==> src/rtl/spi_reg_pkg.sv <==
// Shared types and constants for the SPI register controller.
package spi_reg_pkg;

  typedef enum logic [2:0] {
    IDLE,
    CMD,
    RD,
    WR,
    ERR
  } state_e;

  localparam int          CMD_RD_BIT = 7;
  localparam int          ADDR_W     = 7;
  localparam logic [7:0]  ERR_BYTE   = 8'hFF;

endpackage

==> src/rtl/spi_reg_ctrl_if.sv <==
// Byte-level link between the SPI slave shifter (master side) and the register controller.
interface spi_reg_ctrl_if;

  logic       frame_start;
  logic       frame_end;
  logic       rx_valid;
  logic [7:0] rx_data;
  logic [7:0] tx_data;
  logic       tx_load;

  modport master (
    output frame_start, frame_end, rx_valid, rx_data,
    input  tx_data, tx_load
  );

  modport slave (
    input  frame_start, frame_end, rx_valid, rx_data,
    output tx_data, tx_load
  );

endinterface

==> src/rtl/spi_reg_bank.sv <==
// Bank of 8-bit config registers: one synchronous write port, one async read port, flat output.
module spi_reg_bank
  import spi_reg_pkg::*;
#(
  parameter int         NUM_REGS  = 16,
  parameter logic [7:0] RESET_VAL = 8'h00
) (
  input  logic                    clk,
  input  logic                    rst,
  input  logic                    we_i,
  input  logic [ADDR_W-1:0]       waddr_i,
  input  logic [7:0]              wdata_i,
  input  logic [ADDR_W-1:0]       raddr_i,
  output logic [7:0]              rdata_o,
  output logic [8*NUM_REGS-1:0]   reg_o
);

  localparam int IDX_W = (NUM_REGS > 1) ? $clog2(NUM_REGS) : 1;

  logic [7:0] regs_q [NUM_REGS];

  always_ff @(posedge clk) begin
    if (rst) begin
      for (int i = 0; i < NUM_REGS; i++) begin
        regs_q[i] <= RESET_VAL;
      end
    end else if (we_i) begin
      regs_q[waddr_i[IDX_W-1:0]] <= wdata_i;
    end
  end

  assign rdata_o = regs_q[raddr_i[IDX_W-1:0]];

  for (genvar g = 0; g < NUM_REGS; g++) begin : g_flat
    assign reg_o[8*g +: 8] = regs_q[g];
  end

endmodule

==> src/rtl/spi_reg_ctrl.sv <==
// Frame decoder sequencing SPI reads/writes into a local register bank.
// Optional feature: define SPI_REG_AUTOINC_EN to advance the address after each data byte.
module spi_reg_ctrl
  import spi_reg_pkg::*;
#(
  parameter int         NUM_REGS  = 16,
  parameter logic [7:0] RESET_VAL = 8'h00,
  parameter logic [7:0] STATUS    = 8'hA5
) (
  input  logic                   clk,
  input  logic                   rst,
  spi_reg_ctrl_if.slave          bus,
  output logic [8*NUM_REGS-1:0]  reg_q,
  output logic                   wr_strobe,
  output logic [ADDR_W-1:0]      wr_addr,
  output logic [7:0]             err_cnt
);

  state_e             state_q, state_d;
  logic [ADDR_W-1:0]  addr_q, addr_d;
  logic [7:0]         tx_data_q, tx_data_d;
  logic               tx_load_q, tx_load_d;
  logic               wr_strobe_q, wr_strobe_d;
  logic [ADDR_W-1:0]  wr_addr_q, wr_addr_d;
  logic [7:0]         err_q, err_d;

  logic               want_load;
  logic [7:0]         load_byte;
  logic               bank_we;
  logic [ADDR_W-1:0]  rd_addr;
  logic [7:0]         rd_data;
  logic [ADDR_W-1:0]  next_addr;
  logic               cmd_in_range;

`ifdef SPI_REG_AUTOINC_EN
  assign next_addr = (addr_q == ADDR_W'(NUM_REGS - 1)) ? '0 : addr_q + 1'b1;
`else
  assign next_addr = addr_q;
`endif

  assign cmd_in_range = int'(bus.rx_data[ADDR_W-1:0]) < NUM_REGS;

  spi_reg_bank #(
    .NUM_REGS  (NUM_REGS),
    .RESET_VAL (RESET_VAL)
  ) u_bank (
    .clk     (clk),
    .rst     (rst),
    .we_i    (bank_we),
    .waddr_i (addr_q),
    .wdata_i (bus.rx_data),
    .raddr_i (rd_addr),
    .rdata_o (rd_data),
    .reg_o   (reg_q)
  );

  always_ff @(posedge clk) begin
    if (rst) begin
      state_q     <= IDLE;
      addr_q      <= '0;
      tx_data_q   <= STATUS;
      tx_load_q   <= 1'b0;
      wr_strobe_q <= 1'b0;
      wr_addr_q   <= '0;
      err_q       <= '0;
    end else begin
      state_q     <= state_d;
      addr_q      <= addr_d;
      tx_data_q   <= tx_data_d;
      tx_load_q   <= tx_load_d;
      wr_strobe_q <= wr_strobe_d;
      wr_addr_q   <= wr_addr_d;
      err_q       <= err_d;
    end
  end

  // frame_start resyncs from any state; frame_end is applied after the byte in hand is processed
  always_comb begin
    state_d     = state_q;
    addr_d      = addr_q;
    tx_data_d   = tx_data_q;
    tx_load_d   = 1'b0;
    wr_strobe_d = 1'b0;
    wr_addr_d   = wr_addr_q;
    err_d       = err_q;
    want_load   = 1'b0;
    load_byte   = tx_data_q;
    bank_we     = 1'b0;
    rd_addr     = addr_q;

    if (bus.frame_start) begin
      state_d   = CMD;
      want_load = 1'b1;
      load_byte = STATUS;
    end else begin
      unique case (state_q)
        CMD: begin
          if (bus.rx_valid) begin
            addr_d = bus.rx_data[ADDR_W-1:0];
            if (!cmd_in_range) begin
              state_d   = ERR;
              want_load = 1'b1;
              load_byte = ERR_BYTE;
              if (err_q != 8'hFF) err_d = err_q + 8'd1;
            end else if (bus.rx_data[CMD_RD_BIT]) begin
              state_d   = RD;
              rd_addr   = bus.rx_data[ADDR_W-1:0];
              want_load = 1'b1;
              load_byte = rd_data;
            end else begin
              state_d = WR;
            end
          end
        end
        RD: begin
          if (bus.rx_valid) begin
            addr_d    = next_addr;
            rd_addr   = next_addr;
            want_load = 1'b1;
            load_byte = rd_data;
          end
        end
        WR: begin
          if (bus.rx_valid) begin
            bank_we     = 1'b1;
            wr_strobe_d = 1'b1;
            wr_addr_d   = addr_q;
            addr_d      = next_addr;
            want_load   = 1'b1;
            load_byte   = bus.rx_data;
          end
        end
        ERR: begin
          if (bus.rx_valid) begin
            want_load = 1'b1;
            load_byte = ERR_BYTE;
          end
        end
        default: ;
      endcase
      if (bus.frame_end) state_d = IDLE;
    end

    if (want_load && !tx_load_q) begin
      tx_load_d = 1'b1;
      tx_data_d = load_byte;
    end
  end

  assign bus.tx_data = tx_data_q;
  assign bus.tx_load = tx_load_q;
  assign wr_strobe   = wr_strobe_q;
  assign wr_addr     = wr_addr_q;
  assign err_cnt     = err_q;

endmodule

==> src/flat_wrapper.sv <==
// flat-port wrapper written by rule: the top's interface ports become plain ports
module spi_reg_ctrl_flat import spi_reg_pkg::*;
#(
  parameter int         NUM_REGS  = 16,
  parameter logic [7:0] RESET_VAL = 8'h00,
  parameter logic [7:0] STATUS    = 8'hA5
)
  (clk, rst, reg_q, wr_strobe, wr_addr, err_cnt, bus_frame_start, bus_frame_end, bus_rx_valid, bus_rx_data, bus_tx_data, bus_tx_load);
  spi_reg_ctrl_if bus_i ();
  input  logic clk;
  input  logic rst;
  output logic [8*NUM_REGS-1:0] reg_q;
  output logic wr_strobe;
  output logic [ADDR_W-1:0] wr_addr;
  output logic [7:0] err_cnt;
  input wire logic [$bits(bus_i.frame_start)-1:0] bus_frame_start;
  input wire logic [$bits(bus_i.frame_end)-1:0] bus_frame_end;
  input wire logic [$bits(bus_i.rx_valid)-1:0] bus_rx_valid;
  input wire logic [$bits(bus_i.rx_data)-1:0] bus_rx_data;
  output wire logic [$bits(bus_i.tx_data)-1:0] bus_tx_data;
  output wire logic [$bits(bus_i.tx_load)-1:0] bus_tx_load;
  assign bus_i.frame_start = bus_frame_start;
  assign bus_i.frame_end = bus_frame_end;
  assign bus_i.rx_valid = bus_rx_valid;
  assign bus_i.rx_data = bus_rx_data;
  assign bus_tx_data = bus_i.tx_data;
  assign bus_tx_load = bus_i.tx_load;
  spi_reg_ctrl #(.NUM_REGS(NUM_REGS), .RESET_VAL(RESET_VAL), .STATUS(STATUS)) u_core (.clk(clk), .rst(rst), .bus(bus_i), .reg_q(reg_q), .wr_strobe(wr_strobe), .wr_addr(wr_addr), .err_cnt(err_cnt));
endmodule
==> config.mk <==
export PLATFORM = sky130hd
export DESIGN_NAME = spi_reg_ctrl_flat
export DESIGN_NICKNAME = d
export VERILOG_FILES = /design/src/rtl/spi_reg_pkg.sv /design/src/rtl/spi_reg_ctrl_if.sv /design/src/rtl/spi_reg_bank.sv /design/src/rtl/spi_reg_ctrl.sv /design/src/flat_wrapper.sv
export SDC_FILE = /design/constraint.sdc
export NUM_CORES = 1
export LEC_CHECK = 0
export BUFFER_PORTS_ARGS = -buffer_cell sky130_fd_sc_hd__clkbuf_2
export CORE_UTILIZATION = 54
export CTS_CLUSTER_SIZE = 12
export DETAILED_ROUTE_END_ITERATION = 7
export GPL_TIMING_DRIVEN = 0
export PLACE_DENSITY = 0.8
export SYNTH_ARGS = -nofsm -noshare
export SYNTH_HDL_FRONTEND = slang
export SYNTH_HIERARCHICAL = 1
export SYNTH_SLANG_ARGS = --single-unit
==> constraint.sdc <==
create_clock -name clk -period 4.2 [get_ports clk]
set_input_delay 0.21 -clock clk [delete_from_list [all_inputs] [get_ports clk]]
set_output_delay 0.21 -clock clk [all_outputs]
set_load 0.1 [all_outputs]
==> flow_summary.yaml <==
drt:
  postRouteAntennaNets: 0
  route.detailed.drc: 0
  vias: 5492
  wl_per_cell_um: 22.3
  vias_per_cell: 6.04
  routed_wl_um: 20300
  firstDrtPassIters: 6
  drt_iter0_drc: 554
worst_setup_path:
  startpoint_type: "register"
  slowest_stage: "mux4_2"
  slowest_delay_ps: 610
  rrSetupSlack_ps: 580
  worstPathRequired_ps: 4510
  worstPathArrival_ps: 3930
  cp_cell_sequence: "and4bb_4 > and2_1 > buf_6 > and3_1 > buf_6 > mux2_4 > buf_2 > buf_2 > mux4_2 > a22oi_1 > nand2_1 > o22a_1 > o22a_1"
  endpoint_kind: "register"
  crit_type: "reg2reg"
  cp_top_family: "simple AND/OR/NAND/NOR gates"
  crit_fanout: 10
  critPathBufInv: 4
cts:
  clock_latency_ps: 420
  cts_tree: "done"
  cts_resized: 0
  cts_max_level: 4
  ctsHoldBuffers: 1
  clockBufferDepth: 2
  clock_sinks: 163
  cts_root_buf: "clkbuf_16"
  cts_buffers: 17
  clk_pin_slew_ps: 60
  cts_setup_buffers: 0
logic_synthesis:
  synth_area_sq_um: 7480
  synth_warnings: 6
  syn_avg_cell_area_sq_um: 13.9
  synth_cells: 538
  syn_nets: 552
finish:
  seqCellArea_sq_um: 4540
  diodes: 0
  fill_cells: 966
  drive_above_1_share_pct: 35.8
  multiInputGateArea_sq_um: 2770
  nets: 737
  postLayoutCellArea_sq_um: 9070
  area_growth_pct: 21.2
placement:
  dp_slack_ps: 644
  io_buffer_count: 165
  postPlaceCellArea_sq_um: 8530
  dp_hpwl_um: 14600
  gp_congestion: 0.907
floorplan:
  start_util_pct: 55.8
  pin_count: 166
  die_area_sq_um: 14300
  core_area_sq_um: 13400
  die_y_um: 120
  die_x_um: 120
  rows: 42
timing:
  finClkSkew_ps: 7.15
  drv_slew: 0
  finalWorstSetupSlack_ps: 578
  fin_crit_sh_pct: 86.2
  setup_viol: 0
  hold_violations: 0
  worst_pin_slew_ps: 1050
  grt_setup_unrepaired: "no"
  worst_slew_margin_rel_pct: 29.4
  tns_ps: 0
  period_needed_ps: 3620
  max_freq_mhz: 276
power_and_ir_drop:
  fin_total_pwr_uw: 3790
  static-leakage-power_uw: 0.00358
  peakVddDrop_mv: 0.237
  p_per_area_nw_per_um2: 418
outcome:
  status: "finished clean"
grt:
  antenna_found_initial: 0
  grt_max_degree: 17
  grt_usage_pct: 29.4
  grt_pass1_vias: 5358
  grt_pass1_wl_um: 30200
  gr-total-overflow: 0
flow_run:
  cap_viol_max_count: 0
worst_hold_path:
  hold_path.class: "in2reg"
[registers in the layout (all words and copies together), names as in the netlist]
register and cells:
u_core/bus.tx_load 1, u_core/bus.tx_data 8, u_core/state_q 3, u_core/wr_strobe 1, u_core/wr_addr 7, u_core/err_cnt 8
u_core/u_bank/regs_q 128, u_core/addr_q 7
[area by class of cell]
cell class / count / area share, %
plain buffers: 28 / 1.55
clock buffers: 21 / 4.86
clock inverters: 9 / 0.993
inverters: 7 / 0.290
multi-input cells: 340 / 30.6
flip-flops and latches: 163 / 50.1
well taps: 176 / 2.43
repair buffers: 166 / 9.22
[through the flow]
stage / hold WS (ps) / util, % / instances
2_1_floorplan: 288 / - / 538
3_3_place_gp: 420 / 63.6 / 879
3_5_place_dp: 429 / 63.6 / 879
4_1_cts: 48.0 / 67.7 / 910
5_1_grt: 62.2 / 67.7 / 910
6_report: 66.3 / 67.7 / 910
[cell usage in the layout, fill, tap and decap left out, types with 2 or more instances in the layout]
| cell | n |
|---|---|
| buf_2 | 4 |
| clkbuf_1 | 19 |
| clkbuf_2 | 165 |
| clkbuf_16 | 17 |
| or2_2 | 16 |
| and2_1 | 130 |
| nor4_1 | 3 |
| a22oi_1 | 16 |
| dfxtp_1 | 35 |
| o21ai_0 | 5 |
| or4_1 | 5 |
| nand2_1 | 13 |
| clkinv_2 | 3 |
| nand2b_1 | 2 |
| clkinv_1 | 4 |
| buf_4 | 2 |
| inv_1 | 7 |
| buf_6 | 3 |
| mux2_2 | 2 |
| nand4b_1 | 2 |
| o22a_1 | 8 |
| bufinv_16 | 2 |
| nor3_1 | 5 |
| o41ai_1 | 2 |
| nor2_1 | 28 |
| mux2_4 | 4 |
| mux2i_1 | 14 |
| or3_1 | 2 |
| o22ai_1 | 7 |
| edfxtp_1 | 128 |
| o31ai_1 | 2 |
| a21oi_1 | 6 |
| nor2b_1 | 9 |
| nand3_1 | 3 |
| buf_1 | 4 |
| mux4_2 | 32 |
| nor2_2 | 3 |
| nand4bb_1 | 2 |
[worst reg2reg max path, delay by kind of cell, from the launching register on]
kind	cells	cell delay, ps
multiplexers	2	770
AO/OA/AOI/OAI	3	680
flip-flops	1	350
buffers and inverters	4	830
AND/OR/NAND/NOR	4	880
[layer usage]
metal  GRT usage (%)  wire length, um
met3            8.56             2310
met4            13.4              657
met2            45.8             9650
met5               0                0
met1            38.2             7680
[where the power goes]
part / switching [uW] / internal, uW
sequential: 34.5 / 1780
clock: 566 / 855
combinational: 464 / 88.9
[worst paths after layout]
kind,endpoint,depth (start not counted),start
setup / recovery,u_core/bus.tx_data[2]$_SDFFE_PP1P_,13,u_core/state_q[1]$_SDFFE_PP0P_
hold reg to reg,u_core/bus.tx_data[6]$_SDFFE_PP0P_,2,u_core/bus.tx_data[6]$_SDFFE_PP0P_
setup reg to reg,u_core/bus.tx_data[2]$_SDFFE_PP1P_,13,u_core/state_q[1]$_SDFFE_PP0P_
hold / removal,u_core/state_q[1]$_SDFFE_PP0P_,2,bus_frame_start
No activity file was read; power rests on OpenSTA's default activity.
